<file path="src/rtl/systolic_pkg.sv">
// Shared constants, element/accumulator types and a packed-element
// selector for the 3x3 systolic matrix multiplier.
package systolic_pkg;

    localparam int ELEM_W    = 4;
    localparam int N         = 3;
    localparam int WIDTH     = N * ELEM_W;
    localparam int WIDTH_SUM = 8;
    localparam int LAST_STEP = 7;

    // Step counter value at which the run is complete.
    localparam logic [2:0] LAST_CNT = 3'(LAST_STEP);

    typedef logic [ELEM_W-1:0]    elem_t;
    typedef logic [WIDTH_SUM-1:0] acc_t;

    // Element k (0-based) of a packed row/column; element 0 sits in
    // the most significant nibble.
    function automatic elem_t elem_at(
        input logic [WIDTH-1:0] vec,
        input logic [1:0]       k
    );
        elem_t e;
        case (k)
            2'd0:    e = vec[11:8];
            2'd1:    e = vec[7:4];
            default: e = vec[3:0];
        endcase
        return e;
    endfunction

endpackage

</file>
<file path="src/rtl/systolic_pe.sv">
// One multiply-accumulate cell of the systolic grid.
// Ports:
//   CLK, RST      clock and asynchronous active-high reset
//   enable        advance one step on this edge
//   hold          run finished; freeze regardless of enable
//   a_in, b_in    operands from the left / top neighbour (or feeder)
//   a_out, b_out  registered operands to the right / bottom neighbour
//   acc           running sum of a_in*b_in, modulo 2^WIDTH_SUM
module systolic_pe
    import systolic_pkg::*;
(
    input  logic  CLK,
    input  logic  RST,
    input  logic  enable,
    input  logic  hold,
    input  elem_t a_in,
    input  elem_t b_in,
    output elem_t a_out,
    output elem_t b_out,
    output acc_t  acc
);

    acc_t prod;

    // 4x4 unsigned product fits the accumulator width exactly.
    assign prod = acc_t'(a_in) * acc_t'(b_in);

    always_ff @(posedge CLK or posedge RST) begin
        if (RST) begin
            a_out <= '0;
            b_out <= '0;
            acc   <= '0;
        end else if (enable && !hold) begin
            a_out <= a_in;
            b_out <= b_in;
            acc   <= acc + prod;
        end
    end

endmodule

</file>
<file path="src/rtl/systolic_array_3x3.sv">
// 3x3 output-stationary systolic multiplier: C = A x B, 4-bit elements.
// Ports:
//   CLK, RST, ENABLE        clock, async active-high reset, step enable
//   A_ROW1..3               rows of A, element 1 in bits [11:8]
//   B_COLOUM1..3            columns of B, element 1 in bits [11:8]
//   C_OUT_1x1..C_OUT_3x3    per-PE accumulators (row-major names)
//   MULTI_OVER              high once all nine results are final
module systolic_array_3x3
    import systolic_pkg::*;
#(
    parameter int WIDTH     = systolic_pkg::WIDTH,
    parameter int WIDTH_SUM = systolic_pkg::WIDTH_SUM
) (
    input  logic                 CLK,
    input  logic                 RST,
    input  logic                 ENABLE,
    input  logic [WIDTH-1:0]     A_ROW1,
    input  logic [WIDTH-1:0]     A_ROW2,
    input  logic [WIDTH-1:0]     A_ROW3,
    input  logic [WIDTH-1:0]     B_COLOUM1,
    input  logic [WIDTH-1:0]     B_COLOUM2,
    input  logic [WIDTH-1:0]     B_COLOUM3,
    output logic [WIDTH_SUM-1:0] C_OUT_1x1,
    output logic [WIDTH_SUM-1:0] C_OUT_1x2,
    output logic [WIDTH_SUM-1:0] C_OUT_1x3,
    output logic [WIDTH_SUM-1:0] C_OUT_2x1,
    output logic [WIDTH_SUM-1:0] C_OUT_2x2,
    output logic [WIDTH_SUM-1:0] C_OUT_2x3,
    output logic [WIDTH_SUM-1:0] C_OUT_3x1,
    output logic [WIDTH_SUM-1:0] C_OUT_3x2,
    output logic [WIDTH_SUM-1:0] C_OUT_3x3,
    output logic                 MULTI_OVER
);

    logic [2:0] cnt;
    logic       hold;
    logic       step;
    logic       done;

    logic [WIDTH-1:0] a_rows [N];
    logic [WIDTH-1:0] b_cols [N];

    elem_t feed_a [N];
    elem_t feed_b [N];

    // Inter-PE links; last column/row outputs leave the grid unused.
    elem_t a_pipe [N][N-1];
    elem_t b_pipe [N-1][N];
    elem_t unused_a [N];
    elem_t unused_b [N];

    acc_t acc [N][N];

    assign a_rows[0] = A_ROW1;
    assign a_rows[1] = A_ROW2;
    assign a_rows[2] = A_ROW3;
    assign b_cols[0] = B_COLOUM1;
    assign b_cols[1] = B_COLOUM2;
    assign b_cols[2] = B_COLOUM3;

    assign hold = (cnt == LAST_CNT);
    assign step = ENABLE && !hold;

    always_ff @(posedge CLK or posedge RST) begin
        if (RST) begin
            cnt  <= '0;
            done <= 1'b0;
        end else if (step) begin
            cnt <= cnt + 3'd1;
            // Flag rises on the same edge that moves cnt to its last value.
            if (cnt == LAST_CNT - 3'd1) begin
                done <= 1'b1;
            end
        end
    end

    assign MULTI_OVER = done;

    // Diagonal skew: row i / column j starts i / j steps late, so
    // PE(i,j) sees A[i][k] and B[k][j] together at cnt = k+i+j.
    always_comb begin
        for (int i = 0; i < N; i++) begin
            feed_a[i] = '0;
            feed_b[i] = '0;
            if (cnt >= 3'(i) && (cnt - 3'(i)) <= 3'd2) begin
                feed_a[i] = elem_at(a_rows[i], 2'(cnt - 3'(i)));
                feed_b[i] = elem_at(b_cols[i], 2'(cnt - 3'(i)));
            end
        end
    end

    for (genvar i = 0; i < N; i++) begin : g_row
        for (genvar j = 0; j < N; j++) begin : g_col
            elem_t a_in;
            elem_t b_in;
            elem_t a_out;
            elem_t b_out;

            if (j == 0) begin : g_a_edge
                assign a_in = feed_a[i];
            end else begin : g_a_link
                assign a_in = a_pipe[i][j-1];
            end

            if (i == 0) begin : g_b_edge
                assign b_in = feed_b[j];
            end else begin : g_b_link
                assign b_in = b_pipe[i-1][j];
            end

            if (j < N - 1) begin : g_a_fwd
                assign a_pipe[i][j] = a_out;
            end else begin : g_a_end
                assign unused_a[i] = a_out;
            end

            if (i < N - 1) begin : g_b_fwd
                assign b_pipe[i][j] = b_out;
            end else begin : g_b_end
                assign unused_b[j] = b_out;
            end

            systolic_pe u_pe (
                .CLK    (CLK),
                .RST    (RST),
                .enable (ENABLE),
                .hold   (hold),
                .a_in   (a_in),
                .b_in   (b_in),
                .a_out  (a_out),
                .b_out  (b_out),
                .acc    (acc[i][j])
            );
        end
    end

    assign C_OUT_1x1 = acc[0][0];
    assign C_OUT_1x2 = acc[0][1];
    assign C_OUT_1x3 = acc[0][2];
    assign C_OUT_2x1 = acc[1][0];
    assign C_OUT_2x2 = acc[1][1];
    assign C_OUT_2x3 = acc[1][2];
    assign C_OUT_3x1 = acc[2][0];
    assign C_OUT_3x2 = acc[2][1];
    assign C_OUT_3x3 = acc[2][2];

endmodule

</file>
<file path="config.mk">
export PLATFORM = sky130hd
export DESIGN_NAME = systolic_array_3x3
export DESIGN_NICKNAME = d
export VERILOG_FILES = /design/src/rtl/systolic_pkg.sv /design/src/rtl/systolic_pe.sv /design/src/rtl/systolic_array_3x3.sv
export SDC_FILE = /design/constraint.sdc
export NUM_CORES = 1
export LEC_CHECK = 0
export ABC_CLOCK_PERIOD_IN_PS = 4300
export CORE_UTILIZATION = 50
export DETAILED_ROUTE_END_ITERATION = 10
export PLACE_DENSITY = 0.75
export RECOVER_POWER = 25
export SLEW_MARGIN = 10
export SYNTH_ARGS = -nofsm -noshare
export SYNTH_HDL_FRONTEND = slang
export SYNTH_HIERARCHICAL = 1
export SYNTH_SLANG_ARGS = --single-unit
</file>
<file path="constraint.sdc">
create_clock -name CLK -period 4.3 [get_ports CLK]
set_input_delay 0.43 -clock CLK [delete_from_list [all_inputs] [get_ports CLK]]
set_output_delay 0.43 -clock CLK [all_outputs]
set_load 0.005 [all_outputs]
</file>
==> impl_metrics.py <==
metrics = {
    "synth": {
        "avgSynthCellArea_sq_um": 8.51,
        "syn_inst": 1429,
        "synth_warnings": 6,
        "synthesis.area_sq_um": 12200,
        "postSynthNetCount": 1728,
    },
    "flow_run": {
        "drv_cap": 0,
    },
    "grt": {
        "global_route_usage_over_all_layers_pct": 25.7,
        "grt_start_max_net_pins": 21,
        "globalRoute.totalOverflow": 0,
        "initial_antenna_violation_count": 2,
        "first_pass_grt_wire_length_um": 50300,
        "first_global_vias": 10600,
    },
    "routing": {
        "route.detailed.drc": 0,
        "post_drt_wl_per_cell_um": 15.7,
        "antenna_violating_nets_post_route": 0,
        "routed_wirelength_um": 31000,
        "routed-via-count": 10600,
        "detailedRoute.firstIterationViolations": 585,
        "route.detailed.vias_per_inst": 5.38,
        "first_pass_iters": 5,
    },
    "setup_path": {
        "worst_setup_path_end_kind": "flip-flop",
        "cp_max_fo": 4,
        "start_kind": "flip-flop",
        "ff2ff_path_depth": 17,
        "crit_required_ns": 4.60,
        "rr_startpoint": "cnt[0]",
        "regToRegEndpoint": "g_row[1].g_col[0].u_pe/acc[7]",
        "path_class": "flip-flop to flip-flop",
        "reg2reg_setup_slack_ns": 0.05,
        "cp.arrival_ns": 4.55,
    },
    "clocking": {
        "cts_root_buffer": "sky130_fd_sc_hd__clkbuf_16",
        "worstSkewPairLatency_ns": 0.43,
        "cts_htree_levels": 4,
        "cts.sinks": 124,
        "tritoncts": "yes",
        "clockBufferDepth": 2,
        "worst_setup_hold_path_clk_slew_ns": 0.06,
        "cts_inserted_buffers": 17,
    },
    "timing": {
        "final-max-slew-violation-count": 0,
        "setup_tns_ns": 0,
        "worst_slack_ns": 0.0503,
        "report.final.setup_viol": 0,
        "worst_pin_slew_ns": 0.902,
        "maxClockFrequency_ghz": 0.235,
        "fin_skew_ns": 0.0134,
        "timing_hold_violations_final": 0,
        "final.period_utilization_pct": 98.8,
        "final.min_clock_period_ns": 4.25,
        "unrepaired_setup_endpoints_after_global_routing": "yes",
        "max_slew_margin_pct": 39.8,
    },
    "pwr": {
        "clock_power_share_pct": 15.0,
        "netSwitchingPower_mw": 4.47,
        "power_report.internal_total_mw": 5.61,
        "proportion_of_total_power_due_to_net_switching_pct": 44.4,
        "leakage_nw": 7.34,
        "worst_ir_drop_vdd_mv": 0.386,
        "pwr_density_cell_nw_per_um2": 652,
        "seq_power_share_pct": 21.5,
        "power.share.combinational_pct": 63.4,
    },
    "floorplanning": {
        "initial_core_util_pct": 51.4,
        "dieWidth_um": 158,
        "placement_rows": 56,
        "die-area_sq_um": 25000,
        "number_of_top_level_design_ports": 148,
        "die_h_um": 158,
        "core_sq_um": 23700,
    },
    "final_layout": {
        "layout_common_cells": "sky130_fd_sc_hd__nand2_1, sky130_fd_sc_hd__inv_1, sky130_fd_sc_hd__clkdlybuf4s50_1",
        "final_nets": 1932,
        "post_route_cells_drive_above_1_share_pct": 11.7,
        "final_design_area_no_fill_sq_um": 15500,
        "layout_commonest_cell": "sky130_fd_sc_hd__nand2_1",
        "finish.utilization_pct": 65.3,
        "area_growth_syn_to_layout_pct": 27.1,
    },
    "placed_design": {
        "gp_congestion": 0.980,
        "dpl_worst_slack_ns": -0.133,
        "buffer_ports.inserted": 147,
        "postPlaceCellArea_sq_um": 14300,
        "dp_hpwl_um": 23900,
    },
    "min_path": {
        "min-delay-path-class": "flip-flop to flip-flop",
        "min_to": "MULTI_OVER",
        "hold-path-cell-count": 1,
        "hold_start": "MULTI_OVER",
    },
    "run_status": {
        "outcome": "finished, final reports clean",
    },
}
[power by group through the flow]
stage	Sequential, mW	Combinational (mW)	Clock [mW]
after floorplan	2.03	3.56	0
final	2.17	6.39	1.52
after global routing	2.25	7.15	1.59
after CTS	2.17	5.79	1.55
after global placement	2.17	5.31	0
after detailed placement	2.18	5.50	0
[repair_timing]
action                     CTS  global route
pin swaps                    9            44
gates resized for setup     24            63
setup buffers                3            11
setup endpoints to repair    7            20
hold buffers                 0             0
[worst max-delay path by stage]
stage | startpoint | depth (start not counted) | slack [ns] | end
after floorplan | cnt[0] | 16 | 0.03 | g_row[0].g_col[1].u_pe/acc[7]
after global placement | cnt[0] | 17 | 0.07 | g_row[0].g_col[0].u_pe/acc[5]
after detailed placement | cnt[1] | 15 | -0.13 | g_row[0].g_col[1].u_pe/acc[5]
after CTS | cnt[1] | 17 | -0.01 | g_row[0].g_col[2].u_pe/acc[7]
after global routing | cnt[0] | 19 | -0.11 | g_row[1].g_col[0].u_pe/acc[7]
final | cnt[0] | 17 | 0.05 | g_row[1].g_col[0].u_pe/acc[7]
[registers in the layout, summed over array words and instances (netlist names)]
| signal | cells |
|---|---|
| g_row.g_col.u_pe/acc | 72 |
| g_row.g_col.u_pe/a_out | 24 |
| g_row.g_col.u_pe/b_out | 24 |
| cnt | 3 |
| MULTI_OVER | 1 |
[cell type report]
type	instances	area, sq um
inverters	211	792
fillers	1947	8220
multi-input cells	1059	8480
repair buffers	220	2060
clock inverters	12	164
well taps	319	399
flip-flops and latches	124	3100
diodes	2	5.00
clock buffers	20	457
[per-stage QoR]
step / cells / power [mW] / hold WS (ns)
after CTS: 1954 / 9.50 / 0.466
after detailed placement: 1919 / 7.68 / 0.456
after floorplan: 1429 / 5.59 / 0.196
after global routing: 1965 / 11.0 / 0.470
final: 1967 / 10.1 / 0.465
after global placement: 1919 / 7.48 / 0.450
[critical path: stages, from the launching register on]
cell                       delay [ns]
sky130_fd_sc_hd__dfrtp_1         0.39
sky130_fd_sc_hd__inv_2           0.10
sky130_fd_sc_hd__ha_4            0.17
sky130_fd_sc_hd__xor2_2          0.14
sky130_fd_sc_hd__a311o_4         0.42
sky130_fd_sc_hd__buf_12          0.16
sky130_fd_sc_hd__a211oi_4        0.20
sky130_fd_sc_hd__buf_4           0.16
sky130_fd_sc_hd__and2_1          0.14
sky130_fd_sc_hd__ha_1            0.23
sky130_fd_sc_hd__ha_1            0.29
sky130_fd_sc_hd__fa_1            0.55
sky130_fd_sc_hd__inv_1           0.07
sky130_fd_sc_hd__fa_1            0.45
sky130_fd_sc_hd__nand2b_4        0.19
sky130_fd_sc_hd__a21oi_2         0.17
sky130_fd_sc_hd__mux2i_1         0.21
sky130_fd_sc_hd__nand3_1         0.08
[metal layers]
| metal | GRT usage, % | vias to the layer above | share of wire, % |
|---|---|---|---|
| li1 | - | 5095 | - |
| met1 | 31.4 | 5118 | 42 |
| met2 | 45.4 | 324 | 50 |
| met3 | 5.15 | 51 | 5.8 |
| met4 | 7.88 | 0 | 2.3 |
| met5 | 0 | - | 0 |
Power figures use the tool's default switching activity.
